`src/rtl/seg7_pkg.sv`:
```
// Shared constants and types for the seven-segment scan controller.
// Segment vectors are {g,f,e,d,c,b,a}, active-low.
package seg7_pkg;

    localparam logic [6:0] SEG_OFF = 7'h7F;
    localparam logic [3:0] AN_OFF  = 4'hF;

    // Index i holds the pattern for hex digit i (0..9, A, b, C, d, E, F).
    localparam logic [15:0][6:0] HEX_SEG = {
        7'h0E, 7'h06, 7'h21, 7'h46, 7'h03, 7'h08, 7'h10, 7'h00,
        7'h78, 7'h02, 7'h12, 7'h19, 7'h30, 7'h24, 7'h79, 7'h40
    };

    typedef enum logic {BLANK, DRIVE} phase_e;

    typedef struct packed {
        logic [15:0] digits;
        logic [3:0]  dp;
        logic [3:0]  en;
        logic        lz;
    } disp_set_t;

endpackage

```
`src/rtl/seg7_scan_controller_if.sv`:
```
// Display-content load channel between user logic (master) and the scan controller (slave).
interface seg7_scan_controller_if;

    logic [15:0] digits_in;
    logic [3:0]  dp_in;
    logic [3:0]  en_in;
    logic        lz_in;
    logic        load;
    logic        load_ack;

    modport master (
        output digits_in, dp_in, en_in, lz_in, load,
        input  load_ack
    );

    modport slave (
        input  digits_in, dp_in, en_in, lz_in, load,
        output load_ack
    );

endinterface

```
`src/rtl/hex_to_seg7.sv`:
```
// Combinational hex nibble to active-low seven-segment pattern.
module hex_to_seg7
    import seg7_pkg::*;
(
    input  logic [3:0] hex,
    output logic [6:0] seg
);

    assign seg = HEX_SEG[hex];

endmodule

```
`src/rtl/seg7_scan_controller.sv`:
```
// Four-digit multiplexed seven-segment scanner with blanking, leading-zero suppression
// and frame-synchronous loading of new display contents.
module seg7_scan_controller
    import seg7_pkg::*;
#(
    parameter int unsigned REFRESH_DIV  = 100000,
    parameter int unsigned BLANK_CYCLES = 1000
) (
    input  logic                    clk,
    input  logic                    rst,
    seg7_scan_controller_if.slave   bus,
    output logic                    frame_start,
    output logic [3:0]              an,
    output logic [6:0]              seg,
    output logic                    dp
);

    localparam int unsigned CNT_W = (REFRESH_DIV > 1) ? $clog2(REFRESH_DIV) : 1;

    logic [CNT_W-1:0] cnt_q, cnt_d;
    logic [1:0]       idx_q, idx_d;
    phase_e           phase_q, phase_d;
    logic             armed_q;
    logic             pending_q, pending_d;
    disp_set_t        shadow_q, shadow_d;
    disp_set_t        active_q, active_d;
    logic             frame_start_q, boundary_d;
    logic             ack_q, ack_d;
    logic [3:0]       an_q, an_d;
    logic [6:0]       seg_q, seg_d;
    logic             dp_q, dp_d;

    disp_set_t        in_set;
    logic [3:0]       vis;
    logic             lead;
    logic [3:0]       nib;
    logic [6:0]       dec_seg;

    assign in_set = {bus.digits_in, bus.dp_in, bus.en_in, bus.lz_in};

    // Counter holds at 0 for one cycle after reset so that cycle is slot 0, cycle 0.
    always_comb begin
        cnt_d = cnt_q;
        idx_d = idx_q;
        if (armed_q) begin
            if (cnt_q == CNT_W'(REFRESH_DIV - 1)) begin
                cnt_d = '0;
                idx_d = idx_q + 2'd1;
            end else begin
                cnt_d = cnt_q + CNT_W'(1);
            end
        end
        boundary_d = (cnt_d == '0) && (idx_d == 2'd0);

        phase_d = phase_q;
        unique case (phase_q)
            BLANK: if (cnt_d == CNT_W'(BLANK_CYCLES)) phase_d = DRIVE;
            DRIVE: if (cnt_d == '0) phase_d = BLANK;
        endcase
    end

    // frame_start_q marks the current cycle as the frame boundary.
    always_comb begin
        shadow_d  = shadow_q;
        pending_d = pending_q;
        active_d  = active_q;
        ack_d     = 1'b0;
        if (bus.load) begin
            shadow_d  = in_set;
            pending_d = 1'b1;
        end
        if (frame_start_q && bus.load) begin
            active_d  = in_set;
            pending_d = 1'b0;
        end
        if (boundary_d && pending_d) begin
            active_d  = shadow_d;
            pending_d = 1'b0;
            ack_d     = 1'b1;
        end
    end

    assign nib = active_d.digits[{idx_d, 2'b00} +: 4];

    hex_to_seg7 u_dec (
        .hex (nib),
        .seg (dec_seg)
    );

    // Outputs are computed from next-state values so they line up with cnt_q.
    always_comb begin
        vis  = active_d.en;
        lead = 1'b1;
        for (int i = 3; i >= 1; i--) begin
            if (active_d.lz && lead && (active_d.digits[4*i +: 4] == 4'h0)) vis[i] = 1'b0;
            lead = lead && ((active_d.digits[4*i +: 4] == 4'h0) || !active_d.en[i]);
        end

        an_d  = AN_OFF;
        seg_d = SEG_OFF;
        dp_d  = 1'b1;
        if ((phase_d == DRIVE) && vis[idx_d]) begin
            an_d[idx_d] = 1'b0;
            seg_d       = dec_seg;
            dp_d        = ~active_d.dp[idx_d];
        end
    end

    always_ff @(posedge clk) begin
        if (rst) begin
            cnt_q         <= '0;
            idx_q         <= 2'd0;
            phase_q       <= BLANK;
            armed_q       <= 1'b0;
            pending_q     <= 1'b0;
            shadow_q      <= '0;
            active_q      <= '0;
            frame_start_q <= 1'b0;
            ack_q         <= 1'b0;
            an_q          <= AN_OFF;
            seg_q         <= SEG_OFF;
            dp_q          <= 1'b1;
        end else begin
            cnt_q         <= cnt_d;
            idx_q         <= idx_d;
            phase_q       <= phase_d;
            armed_q       <= 1'b1;
            pending_q     <= pending_d;
            shadow_q      <= shadow_d;
            active_q      <= active_d;
            frame_start_q <= boundary_d;
            ack_q         <= ack_d;
            an_q          <= an_d;
            seg_q         <= seg_d;
            dp_q          <= dp_d;
        end
    end

    // A load landing on the boundary cycle itself is acknowledged in that cycle.
    assign bus.load_ack = ack_q | (frame_start_q & bus.load);
    assign frame_start  = frame_start_q;
    assign an           = an_q;
    assign seg          = seg_q;
    assign dp           = dp_q;

endmodule

```
`src/flat_wrapper.sv`:
```
// flat-port wrapper written by rule: the top's interface ports become plain ports
module seg7_scan_controller_flat import seg7_pkg::*;
#(
    parameter int unsigned REFRESH_DIV  = 100000,
    parameter int unsigned BLANK_CYCLES = 1000
)
  (clk, rst, frame_start, an, seg, dp, bus_digits_in, bus_dp_in, bus_en_in, bus_lz_in, bus_load, bus_load_ack);
  seg7_scan_controller_if bus_i ();
  input  logic clk;
  input  logic rst;
  output logic frame_start;
  output logic [3:0] an;
  output logic [6:0] seg;
  output logic dp;
  input wire logic [$bits(bus_i.digits_in)-1:0] bus_digits_in;
  input wire logic [$bits(bus_i.dp_in)-1:0] bus_dp_in;
  input wire logic [$bits(bus_i.en_in)-1:0] bus_en_in;
  input wire logic [$bits(bus_i.lz_in)-1:0] bus_lz_in;
  input wire logic [$bits(bus_i.load)-1:0] bus_load;
  output wire logic [$bits(bus_i.load_ack)-1:0] bus_load_ack;
  assign bus_i.digits_in = bus_digits_in;
  assign bus_i.dp_in = bus_dp_in;
  assign bus_i.en_in = bus_en_in;
  assign bus_i.lz_in = bus_lz_in;
  assign bus_i.load = bus_load;
  assign bus_load_ack = bus_i.load_ack;
  seg7_scan_controller #(.REFRESH_DIV(REFRESH_DIV), .BLANK_CYCLES(BLANK_CYCLES)) u_core (.clk(clk), .rst(rst), .bus(bus_i), .frame_start(frame_start), .an(an), .seg(seg), .dp(dp));
endmodule
```
`config.mk`:
```
export PLATFORM = sky130hd
export DESIGN_NAME = seg7_scan_controller_flat
export DESIGN_NICKNAME = d
export VERILOG_FILES = /design/src/rtl/seg7_pkg.sv /design/src/rtl/seg7_scan_controller_if.sv /design/src/rtl/hex_to_seg7.sv /design/src/rtl/seg7_scan_controller.sv /design/src/flat_wrapper.sv
export SDC_FILE = /design/constraint.sdc
export NUM_CORES = 1
export LEC_CHECK = 0
export BUFFER_PORTS_ARGS = -buffer_cell sky130_fd_sc_hd__buf_2
export CORE_ASPECT_RATIO = 0.8
export CORE_UTILIZATION = 50
export CTS_CLUSTER_SIZE = 14
export DETAILED_ROUTE_END_ITERATION = 8
export PLACE_DENSITY = 0.69
export SYNTH_ARGS = -nofsm -noshare
export SYNTH_HDL_FRONTEND = slang
export SYNTH_HIERARCHICAL = 1
export SYNTH_SLANG_ARGS = --single-unit
```
`constraint.sdc`:
```
create_clock -name clk -period 7.94 [get_ports clk]
set_clock_uncertainty 0.05 [all_clocks]
set_input_delay 0.794 -clock clk [delete_from_list [all_inputs] [get_ports clk]]
set_output_delay 0.794 -clock clk [all_outputs]
set_load 0.02 [all_outputs]
```
# Word-level counts from Yosys, hierarchy flattened

Memory sizes are Yosys's and may differ from the RTL's. A register that Yosys moved wholly into a read port is not among the register bits.
Index checks and enable logic that the tools add are counted.

Muxes and demuxes: 23
Bitwise operators: 6
Reductions and logical operators: 22
Div/mod/pow operators: 0
Multiply operators: 0
$lt $le $gt $ge: 2
$add $sub $neg: 2
Equal/unequal tests: 2
Shift-type cells: 1

Operators by type and width:

| operator                                                                | count |
|---|---|
| 25-bit two-way mux                                                      | 3 |
| 17-bit two-way mux                                                      | 2 |
| 17-bit by 1-bit adder with 17-bit output, second input constant         | 1 |
| 17-bit by 10-bit equality test with 1-bit output, second input constant | 1 |
| 17-bit equality test, second input constant                             | 1 |
| 17-bit logical NOT                                                      | 1 |
| 16-bit by 5-bit indexed part select with 4-bit output                   | 1 |
| 4-bit logical NOT                                                       | 3 |
| 1-bit two-way mux                                                       | 12 |
| 1-bit logical AND                                                       | 11 |
| 1-bit binary-select mux with 2-bit select                               | 2 |
| 2-bit two-way mux                                                       | 2 |
| 4-bit NOT                                                               | 1 |
| 2-bit OR reduction                                                      | 2 |
| 2-bit by 3-bit < comparator with 1-bit output, second input constant    | 1 |
| 1-bit NOT                                                               | 3 |
| 2-bit by 1-bit adder with 2-bit output, second input constant           | 1 |
| 1-bit demux with 2-bit select                                           | 1 |
| 2-bit by 1-bit >= comparator with 1-bit output, second input constant   | 1 |
| 1-bit logical NOT                                                       | 2 |
| 2-bit logical NOT                                                       | 1 |
| 1-bit logical OR                                                        | 2 |
| 1-bit case mux with 2 select lines                                      | 1 |
| 1-bit bitwise AND                                                       | 1 |
| 1-bit OR                                                                | 1 |

Flip-flop bits (word level): 79
Output and inout port bits: 14
Latch bits: 0
Memories: 1
Memory bits (writable): 0
Bits in read-only memories: 112
Word-level logic and storage cells: 76

Memory list:

| name            | depth | width | read ports | clocked after memory_dff | wr ports | line             | source |
|---|---|---|---|---|---|---|---|
| (no name shown) | 16    | 7     | 1          | 1                        | 0        | hex_to_seg7.sv:9 | `assign seg = HEX_SEG[hex];` |

# Longest topological paths before layout

Gate-level depths: netlist of run 1.

Depth after elaboration: 18
Gate-level depth with buffers: 21
Mapped depth without buffers: 18

# Hierarchy

Netlist of run 1, hierarchy kept.

By module, submodules not included:

| module               | area an instance (µm²) | cells each | times used |
|---|---|---|---|
| seg7_scan_controller | 4,372.9                | 522        | 1 |
| hex_to_seg7          | 261.5                  | 31         | 1 |

# Least setup slack after synthesis of run 1

OpenSTA, ideal clock, no wires.

Path kind: reg2reg
Start point: register u_core.cnt_q[1]
End point: register u_core.seg_q[3], in the netlist u_core/seg[3]
Path slack: 3.527 ns
Arrival time: 4.243 ns
Cell stages (with the launch flop): 21
Library setup time: 0.120 ns
Period minus slack after synthesis: 4.413 ns
Path through: dfxtp_1 -> ha_1 -> clkbuf_1 -> nand2_1 -> o31a_1 -> nor4_2 -> o211a_1 -> a31o_4 -> nand2_1 -> buf_2 -> nand2_1 -> buf_2 -> nor2_1 -> a31oi_1 -> o221ai_1 -> nand3_1 -> inv_1 -> ha_1 -> inv_1 -> mux4_1 -> or2_1

RTL lines:

| item                                                                             | line                                                   | source |
|---|---|---|
| start: declaration                                                               | seg7_scan_controller.sv:20                             | `logic [CNT_W-1:0] cnt_q, cnt_d;` |
| start signal: assignment                                                         | seg7_scan_controller.sv:124                            | `cnt_q <= cnt_d;` |
| 17-bit by 1-bit adder with 17-bit output or 17-bit equality test (tied branches) | seg7_scan_controller.sv:50, seg7_scan_controller.sv:46 |  |
| 17-bit two-way mux or 2-bit two-way mux (tied branches)                          | seg7_scan_controller.sv:46                             | `if (cnt_q == CNT_W'(REFRESH_DIV - 1)) begin` |
| 17-bit two-way mux or 2-bit two-way mux (tied branches)                          | seg7_scan_controller.sv:45                             | `if (armed_q) begin` |
| 17-bit logical NOT or 2-bit logical NOT (tied branches)                          | seg7_scan_controller.sv:53                             | `boundary_d = (cnt_d == '0) && (idx_d == 2'd0);` |
| 1-bit logical AND                                                                | seg7_scan_controller.sv:53                             |  |
| 1-bit logical AND                                                                | seg7_scan_controller.sv:76                             | `if (boundary_d && pending_d) begin` |
| 25-bit two-way mux                                                               | seg7_scan_controller.sv:76                             |  |
| 16-bit by 5-bit indexed part select with 4-bit output *                          | seg7_scan_controller.sv:83                             | `assign nib = active_d.digits[{idx_d, 2'b00} +: 4];` |
| via u_core.nib[0]                                                                | seg7_scan_controller.sv:36                             | `logic [3:0] nib;` |
| end: declaration                                                                 | seg7_scan_controller.sv:30                             | `logic [6:0] seg_q, seg_d;` |

The timed path passes the listed nets; every way through them passes the cells marked *. The select of a mux whose other input is x is not followed.
A chain may end at the register's enable or synchronous reset.

# Final worst setup path of run 1

Start point: register u_core.cnt_q[0]
End point: register u_core.seg_q[3], in the netlist u_core/seg[3]

The elaborated chain is that of the path after synthesis.

==> impl_metrics.json, run 1 <==
{
  "status": "finished, final reports clean",
  "end_kind": "flip-flop",
  "grt_pass1_vias": 3655,
  "synthesis.nets": 589,
  "cp_slowest_stage_delay_ns": 0.84,
  "ios": 42,
  "ys_ff_latch": 86,
  "synthToLayoutAreaGrowth_pct": 11.50,
  "fillers": 834,
  "drive_above_1_share_pct": 15.20,
  "worstSetupPathType": "reg2reg",
  "synth_top_area_share_pct": 37.15,
  "antenna_cells": 0,
  "crit_slowest_cell": "nand2_1",
  "syn_inst": 553,
  "setup_viol": 0,
  "antenna_found_initial": 0,
  "yosys_warnings": 6,
  "root_buffer": "clkbuf_16",
  "clkTransAtPathRegs_ns": 0.06,
  "seqPwrFrac_pct": 42.1,
  "num_vias": 4246,
  "dpl.hpwl_um": 8280,
  "avgSynthCellArea_um2": 8.381,
  "grt-ovfl-total": 0,
  "r2r_slack_ns": 2.07,
  "path_cells": "ha_1 -> nand3_1 -> xor2_1 -> a41oi_1 -> nor2_2 -> nand2_1 -> nand2_1 -> o221ai_1 -> nor2_1 -> o22ai_1 -> nand3_1 -> inv_1 -> ha_1 -> inv_1 -> mux4_1 -> or2_1",
  "preCtsSetupSlack_ns": 2.286,
  "max_clock_freq_ghz": 0.1703,
  "synthesis.area_um2": 4634,
  "ys_types": 69,
  "yosys.area.top_type": "dfxtp_1",
  "synth_edf_count": 0,
  "ir_worst_vdd_mv": 0.1416,
  "die_x_um": 109.6,
  "clock_path_buffers": 2,
  "hold_viol": 0,
  "io_buffers": 41,
  "p_comb_share_pct": 18.2,
  "relSlewSlack_pct": 29.35,
  "track_usage_pct": 25.94,
  "fin_ws_ns": 2.069,
  "grt_max_degree": 58,
  "start_util_pct": 51.28,
  "async_flop_share_pct": 0,
  "fin_hold_ws_ns": 0.4325,
  "max_cap_viol_count": 0,
  "ys.flop_type": "dfxtp_1",
  "rows": 31,
  "cts_num_sinks": 86,
  "rsz0062_at_grt": "no",
  "hp-class": "reg2reg",
  "drv_slew": 0,
  "routed_wl_um": 12000,
  "p_leak_nw": 2.016,
  "synth_area_leaders": "dfxtp_1, nor2_1, mux2i_1, o21ai_0, nand2_1",
  "required_ns": 8.12,
  "vias_per_cell": 6.118,
  "tns_ns": 0,
  "ys_seq_area_share_pct": 37.15,
  "gp_congestion": 0.9220,
  "drtIter0Drc": 388,
  "drc": 0,
  "layout_min_cycle_time_ns": 5.871,
  "p_int_mw": 0.8087,
  "cts_buffers": 9,
  "chipHeight_um": 88.11,
  "tightest_slew_ns": 1.057,
  "cts_setup_buffers": 0,
  "cts_tree": "built",
  "fin_nets": 610,
  "cp_max_fo": 25,
  "cp.arrival_ns": 6.05,
  "dieArea_um2": 9660,
  "drtAntennaViolNets": 0,
  "switching_share_pct": 27.87,
  "dr.pass1.iters": 5,
  "finalCritPeriodShare_pct": 73.94,
  "p_per_area_nw_per_um2": 217.0,
  "pwr-share-clk_pct": 39.7,
  "wl_per_cell_um": 17.29,
  "grt_pass1_wl_um": 19170,
  "core_um2": 9037,
  "clk_latency_ns": 0.34,
  "cts_resized": 0,
  "start_kind": "flip-flop",
  "htree_num_levels": 3,
  "p_sw_mw": 0.3124,
  "cts_hold_buffers": 0
}
[power by group through the flow]
stage	clock [mW]	combinational, mW	sequential [mW]
3_3_place_gp	0	0.194	0.480
2_1_floorplan	0	0.154	0.474
4_1_cts	0.454	0.201	0.471
5_1_grt	0.471	0.225	0.474
6_report	0.445	0.205	0.472
3_5_place_dp	0	0.199	0.480
[synth_stat cells (8+ instances only)]
library cell / instances
nand2_1: 36
dfxtp_1: 86
nor2_1: 88
o21ai_0: 28
buf_2: 9
a21oi_1: 18
clkbuf_1: 22
nor4_1: 12
inv_1: 10
nor3_1: 22
o221ai_1: 12
mux2i_1: 32
nand3_1: 16
xor2_1: 9
ha_1: 8
xnor2_1: 12
or2_1: 9
[routing by layer]
metal  vias up  part of all wire [%]  global-route usage [%]  wire length, µm
met5         -                     0                       0                0
met4         0                   1.4                   8.606              168
met2       203                    41                   36.02             4946
li1       2043                     -                       -                -
met1      1980                    50                   38.95             5950
met3        20                   7.8                   5.952              936
[area by class of cell]
class / count / area, µm² / area share [%]
clock buffer: 10 / 229.0 / 4.431
sequential: 86 / 1722 / 33.32
clock inverter: 6 / 86.33 / 1.671
tap: 115 / 143.9 / 2.785
timing repair buffer: 46 / 242.7 / 4.697
multi-input combinational: 418 / 2695 / 52.15
inverter: 13 / 48.80 / 0.9443
[cell families after synthesis]
group | after synthesis | synth area share [%]
AND/OR/NAND/NOR | 229 | 24.33
AO/OA/AOI/OAI | 121 | 18.76
flip-flops | 86 | 37.15
buffers and inverters | 49 | 4.697
multiplexers | 39 | 8.936
XOR/XNOR | 21 | 3.969
adder cells (fa/ha/maj) | 8 | 2.160
[sequential cells by signal, summed over array words and instances (netlist names)]
signal / count
u_core/idx_q: 2
u_core/armed_q: 1
u_core/pending_q: 1
u_core/phase_q: 1
u_core/active_q: 25
u_core/cnt_q: 17
u_core/ack_q: 1
u_core/frame_start: 1
u_core/seg: 7
u_core/an: 4
u_core/shadow_q: 25
u_core/dp: 1
[worst paths after layout]
check                     startpoint                  to  depth (start not counted)
setup / recovery     u_core/cnt_q[0]       u_core/seg[3]                         16
hold / removal    u_core/shadow_q[4]  u_core/shadow_q[4]                          2
setup reg to reg     u_core/cnt_q[0]       u_core/seg[3]                         16
hold reg to reg   u_core/shadow_q[4]  u_core/shadow_q[4]                          2
[stage by stage]
| step | total power [mW] | utilization, % | cells | cell area, µm² |
|---|---|---|---|---|
| 2_1_floorplan | 0.6275 | - | 553 | 4634 |
| 3_3_place_gp | 0.6744 | 53.69 | 678 | 4852 |
| 3_5_place_dp | 0.6792 | 53.69 | 678 | 4852 |
| 4_1_cts | 1.125 | 57.18 | 694 | 5167 |
| 5_1_grt | 1.170 | 57.18 | 694 | 5167 |
| 6_report | 1.121 | 57.18 | 694 | 5167 |
[worst max-delay path, delay by kind of cell, from the launching register on]
kind            cells  cell delay, ns
xor+xnor            1            0.24
mux                 1            0.47
fa+ha+maj           2            0.56
buf+inv             2            0.27
simple gates        7            2.44
compound gates      3            1.24
flops               1            0.48
[placed cells by master, fill, tap and decap left out, drive strengths merged, types with 5 or more instances in the layout]
cell,Yosys,final
buf,14,46
clkbuf,22,10
nand3,17,17
dfxtp,86,86
nor3,22,22
nor4,15,15
a31oi,9,9
o211a,6,6
xor2,9,9
o21ai,33,33
inv,11,11
nand2b,5,5
o221ai,12,12
o22ai,6,6
mux2,6,6
nand4,8,8
mux2i,32,32
clkinv,2,5
o211ai,5,5
ha,8,8
and3,5,5
nand2,36,36
a21oi,18,18
or2,13,13
xnor2,12,12
nor2,90,90
or3,5,5
(Power assumes the default switching activity.)
==> inputs of run 2 (changes only) <==
--- a/config.mk
+++ b/config.mk
@@ -10,7 +10,7 @@
 export CORE_UTILIZATION = 50
 export CTS_CLUSTER_SIZE = 14
 export DETAILED_ROUTE_END_ITERATION = 8
-export PLACE_DENSITY = 0.69
+export PLACE_DENSITY = 0.72
 export SYNTH_ARGS = -nofsm -noshare
 export SYNTH_HDL_FRONTEND = slang
 export SYNTH_HIERARCHICAL = 1
==> constraint.sdc (replaced) <==
create_clock -name clk -period 4.95 [get_ports clk]
set_clock_uncertainty 0.05 [all_clocks]
set_input_delay 0.495 -clock clk [delete_from_list [all_inputs] [get_ports clk]]
set_output_delay 0.495 -clock clk [all_outputs]
set_load 0.02 [all_outputs]
==> impl_metrics.json, run 2 (synthesis gave the netlist of run 1 again) <==
{
  "finalInstanceArea_um2": 5330,
  "die_x_um": 109.6,
  "fin_nets": 623,
  "required_ns": 5.13,
  "grt_pass1_wl_um": 20200,
  "crit_end": "u_core/seg[3]",
  "antenna_cells": 0,
  "cp.arrival_ns": 4.89,
  "regArea_um2": 1722,
  "finalCritPeriodShare_pct": 95.13,
  "setup_viol": 0,
  "cts_tree": "built",
  "cp_max_fo": 15,
  "layout_min_cycle_time_ns": 4.709,
  "cts_num_sinks": 86,
  "tightest_slew_ns": 0.8959,
  "clkTransAtPathRegs_ns": 0.07,
  "crit_family": "simple AND/OR/NAND/NOR gates",
  "drtIter0Drc": 390,
  "root_buffer": "clkbuf_16",
  "vias_per_cell": 6.208,
  "antenna_found_initial": 0,
  "htree_num_levels": 3,
  "cp_slowest_stage_delay_ns": 0.70,
  "preCtsSetupSlack_ns": 0.1547,
  "core_um2": 9037,
  "fillers": 827,
  "hold_viol": 0,
  "top_regs": "u_core/active_q: 25 flops, u_core/shadow_q: 25 flops, u_core/cnt_q: 17 flops",
  "chipHeight_um": 88.11,
  "multi_input_area_um2": 2725,
  "fin_util_pct": 58.98,
  "ir_worst_vdd_mv": 0.2717,
  "start_util_pct": 51.28,
  "p_per_area_nw_per_um2": 355.2,
  "rows": 31,
  "io_buffers": 41,
  "worstSetupPathType": "reg2reg",
  "r2r_end": "u_core/seg[3]",
  "hp-class": "in2reg",
  "layout_common_cells": "nor2_1, dfxtp_1, buf_2",
  "max_clock_freq_ghz": 0.2124,
  "fin_total_pwr_mw": 1.893,
  "grt_pass1_vias": 3933,
  "cts_buffers": 9,
  "ios": 42,
  "drc": 0,
  "cts_hold_buffers": 0,
  "reg2reg_depth": 18,
  "cts_setup_buffers": 0,
  "p_leak_nw": 2.129,
  "layout.cells.most_common": "nor2_1",
  "grt_max_degree": 57,
  "path_cells": "ha_2 -> and3_1 -> nand4_1 -> nor2_2 -> nor3_1 -> a31oi_2 -> nor2_1 -> buf_4 -> nor2_1 -> o21ai_0 -> o221ai_1 -> mux2i_1 -> mux2_2 -> inv_1 -> ha_1 -> inv_1 -> mux4_1 -> or2_1",
  "end_kind": "flip-flop",
  "clk_latency_ns": 0.34,
  "path_buf_inv": 3,
  "dieArea_um2": 9660,
  "drtAntennaViolNets": 0,
  "dpl-instance-area_um2": 4950,
  "cts_resized": 0,
  "track_usage_pct": 27.31,
  "tns_ns": 0,
  "relSlewSlack_pct": 39.81,
  "clock_path_buffers": 2,
  "crit_slowest_cell": "nor3_1",
  "gp_congestion": 0.9265,
  "grt-ovfl-total": 0,
  "start_kind": "flip-flop",
  "max_cap_viol_count": 0,
  "wl_per_cell_um": 18.19,
  "worst-path-stages": 18,
  "status": "finished, final reports clean",
  "dr.pass1.iters": 5,
  "crit_start": "u_core/cnt_q[1]",
  "r2r_slack_ns": 0.24,
  "rsz0062_at_grt": "no",
  "fin_ws_ns": 0.2411,
  "num_vias": 4389,
  "routed_wl_um": 12860,
  "r2r-start": "u_core/cnt_q[1]",
  "dpl.hpwl_um": 8910,
  "drv_slew": 0,
  "drive_above_1_share_pct": 17.57,
  "hp-start": "bus_digits_in[0]",
  "synthToLayoutAreaGrowth_pct": 15.01
}
## run 2: where the power goes
part	switching, mW	internal (mW)	total [mW]
Sequential	0.0253	0.728	0.753
Combinational	0.209	0.139	0.349
Clock	0.270	0.521	0.791
## run 2: per-stage QoR
stage / cells / hold slack, ns
2_1_floorplan: 553 / 0.3971
3_3_place_gp: 691 / 0.4067
3_5_place_dp: 691 / 0.4135
4_1_cts: 707 / 0.3574
5_1_grt: 707 / 0.3587
6_report: 707 / 0.3601
## run 2: layer usage
metal / part of all wire [%] / routed length, µm / vias up / track usage (%)
met3: 8.6 / 1105 / 19 / 5.060
met2: 45 / 5743 / 221 / 41.45
met1: 46 / 5887 / 2073 / 39.27
li1: - / - / 2076 / -
met5: 0 / 0 / - / 0
met4: 0.94 / 121 / 0 / 8.242
## run 2: worst min path at each step
stage	cells after the start	end	slack (ns)
floorplan	2	u_core/shadow_q[8]	0.40
global placement	2	u_core/shadow_q[8]	0.41
detailed placement	2	u_core/shadow_q[8]	0.41
CTS	3	u_core/shadow_q[9]	0.36
global route	3	u_core/shadow_q[9]	0.36
finish	3	u_core/shadow_q[9]	0.36
## run 2: area by class of cell
| type | count | share of cell area (%) |
|---|---|---|
| clock inverter | 3 | 1.690 |
| inverter | 13 | 0.9155 |
| multi-input combinational | 418 | 51.13 |
| tap | 115 | 2.700 |
| clock buffer | 13 | 4.883 |
| sequential | 86 | 32.30 |
| timing repair buffer | 59 | 6.385 |
## run 2: worst reg2reg max path: cells and delay by family (launching register included)
family / cells / cell delay [ns]
AND/OR/NAND/NOR: 7 / 1.63
multiplexers: 3 / 0.92
AO/OA/AOI/OAI: 3 / 0.69
adder cells (fa/ha/maj): 2 / 0.56
buffers and inverters: 3 / 0.40
flip-flops: 1 / 0.38
==> inputs of run 3 (changes only) <==
--- a/config.mk
+++ b/config.mk
@@ -10,7 +10,7 @@
 export CORE_UTILIZATION = 50
 export CTS_CLUSTER_SIZE = 14
 export DETAILED_ROUTE_END_ITERATION = 8
-export PLACE_DENSITY = 0.72
+export PLACE_DENSITY = 0.69
 export SYNTH_ARGS = -nofsm -noshare
 export SYNTH_HDL_FRONTEND = slang
 export SYNTH_HIERARCHICAL = 1
==> constraint.sdc (replaced) <==
create_clock -name clk -period 5.1 [get_ports clk]
set_clock_uncertainty 0.05 [all_clocks]
set_input_delay 0.51 -clock clk [delete_from_list [all_inputs] [get_ports clk]]
set_output_delay 0.51 -clock clk [all_outputs]
set_load 0.02 [all_outputs]
==> impl_metrics.json, run 3 (synthesis gave the netlist of run 1 again) <==
{
  "antenna_cells": 0,
  "wl_per_cell_um": 17.36,
  "start_util_pct": 51.28,
  "grt_use_met1_pct": 38.61,
  "io_buffers": 41,
  "htree_num_levels": 3,
  "cts_setup_buffers": 0,
  "required_ns": 5.28,
  "grt-ovfl-total": 0,
  "rows": 31,
  "root_buffer": "clkbuf_16",
  "cts_resized": 0,
  "cts_buffers": 9,
  "layout_common_cells": "nor2_1, dfxtp_1, buf_2",
  "vias_per_cell": 6.146,
  "p_sw_mw": 0.4734,
  "drtIter0Drc": 287,
  "p_int_mw": 1.261,
  "layout.cells.most_common": "nor2_1",
  "fillers": 827,
  "pwr-share-clk_pct": 38.7,
  "max_clock_freq_ghz": 0.2061,
  "cts_hold_buffers": 0,
  "start_kind": "flip-flop",
  "dr.pass1.iters": 5,
  "dieArea_um2": 9660,
  "drtAntennaViolNets": 0,
  "status": "finished, final reports clean",
  "ir_worst_vdd_mv": 0.2172,
  "layout_min_cycle_time_ns": 4.851,
  "max_cap_viol_count": 0,
  "regArea_um2": 1722,
  "fin_util_pct": 58.09,
  "dpl.hpwl_um": 8628,
  "cp.arrival_ns": 5.03,
  "tightest_slew_ns": 0.8299,
  "worstSetupPathType": "reg2reg",
  "cts_tree": "built",
  "relSlewSlack_pct": 44.25,
  "top_regs": "u_core/active_q: 25 flops, u_core/shadow_q: 25 flops, u_core/cnt_q: 17 flops",
  "drive_above_1_share_pct": 16.41,
  "multi_input_area_um2": 2733,
  "dpl-instance-area_um2": 4920,
  "gp_congestion": 0.9277,
  "grt_pass1_vias": 4086,
  "ios": 42,
  "hp-class": "in2reg",
  "die_x_um": 109.6,
  "num_vias": 4302,
  "crit_slowest_cell": "dfxtp_1",
  "drv_slew": 0,
  "p_comb_share_pct": 19.1,
  "fin_ws_ns": 0.2488,
  "preCtsSetupSlack_ns": 0.2142,
  "switching_share_pct": 27.30,
  "clkTransAtPathRegs_ns": 0.06,
  "end_kind": "flip-flop",
  "antenna_found_initial": 0,
  "cts_num_sinks": 86,
  "path_cells": "ha_2 -> nand2_1 -> o31a_1 -> nor4_2 -> o211a_1 -> a31o_4 -> nand2_1 -> buf_4 -> mux2_2 -> o22ai_1 -> nor2_1 -> o21ai_0 -> nand3_1 -> inv_1 -> ha_1 -> inv_1 -> mux4_1 -> or2_1",
  "dp_cells": 687,
  "clock_path_buffers": 2,
  "fin_hold_ws_ns": 0.3772,
  "finalInstanceArea_um2": 5250,
  "chipHeight_um": 88.11,
  "fin_total_pwr_mw": 1.734,
  "drc": 0,
  "routed_wl_um": 12150,
  "finalCritPeriodShare_pct": 95.12,
  "p_leak_nw": 2.075,
  "rsz0062_at_grt": "no",
  "cp_slowest_stage_delay_ns": 0.50,
  "setup_viol": 0,
  "met3_usage_pct": 6.771,
  "finalNonFillerCells": 700,
  "use_met2_pct": 40.48,
  "grt_pass1_wl_um": 20360,
  "tns_ns": 0,
  "grt_max_degree": 58,
  "synthToLayoutAreaGrowth_pct": 13.28,
  "core_um2": 9037,
  "seqPwrFrac_pct": 42.2,
  "track_usage_pct": 27.32,
  "fin_nets": 619,
  "busiest_layer": "met2",
  "hold_viol": 0,
  "p_per_area_nw_per_um2": 330.3,
  "cp_max_fo": 24,
  "clk_latency_ns": 0.34
}
-- run 3: worst paths after layout --
path                            from                   to  slack, ns  cells past startpoint
setup / recovery     u_core/cnt_q[0]        u_core/seg[3]       0.25                     18
hold / removal      bus_digits_in[3]  u_core/shadow_q[12]       0.38                      3
setup reg to reg     u_core/cnt_q[0]        u_core/seg[3]       0.25                     18
hold reg to reg   u_core/shadow_q[4]   u_core/shadow_q[4]       0.44                      2
-- run 3: layout make-up --
| class | instances | share of cell area (%) |
|---|---|---|
| tap | 115 | 2.741 |
| sequential | 86 | 32.79 |
| inverter | 13 | 0.9295 |
| timing repair buffer | 55 | 5.910 |
| clock inverter | 2 | 1.144 |
| clock buffer | 11 | 4.433 |
| multi-input combinational | 418 | 52.05 |
-- run 3: metal layers --
metal / wire length, µm / up-vias
li1: - / 2072
met1: 5802 / 2024
met2: 5260 / 187
met3: 941 / 19
met4: 144 / 0
met5: 0 / -
-- run 3: worst max-delay path, delay by kind of cell, from the launching register on --
family / cells / cell delay, ns
and+or+nand+nor: 6 / 1.22
buffers and inverters: 3 / 0.45
adders and majority gates: 2 / 0.65
AOI/OAI and AO/OA: 5 / 1.10
muxes: 2 / 0.74
DFF: 1 / 0.50
-- run 3: power by group through the flow --
stage,sequential (mW),combinational [mW],clock (mW)
3_3_place_gp,0.745,0.318,0
5_1_grt,0.736,0.366,0.707
3_5_place_dp,0.745,0.324,0
6_report,0.732,0.331,0.671
2_1_floorplan,0.737,0.240,0
4_1_cts,0.731,0.327,0.686
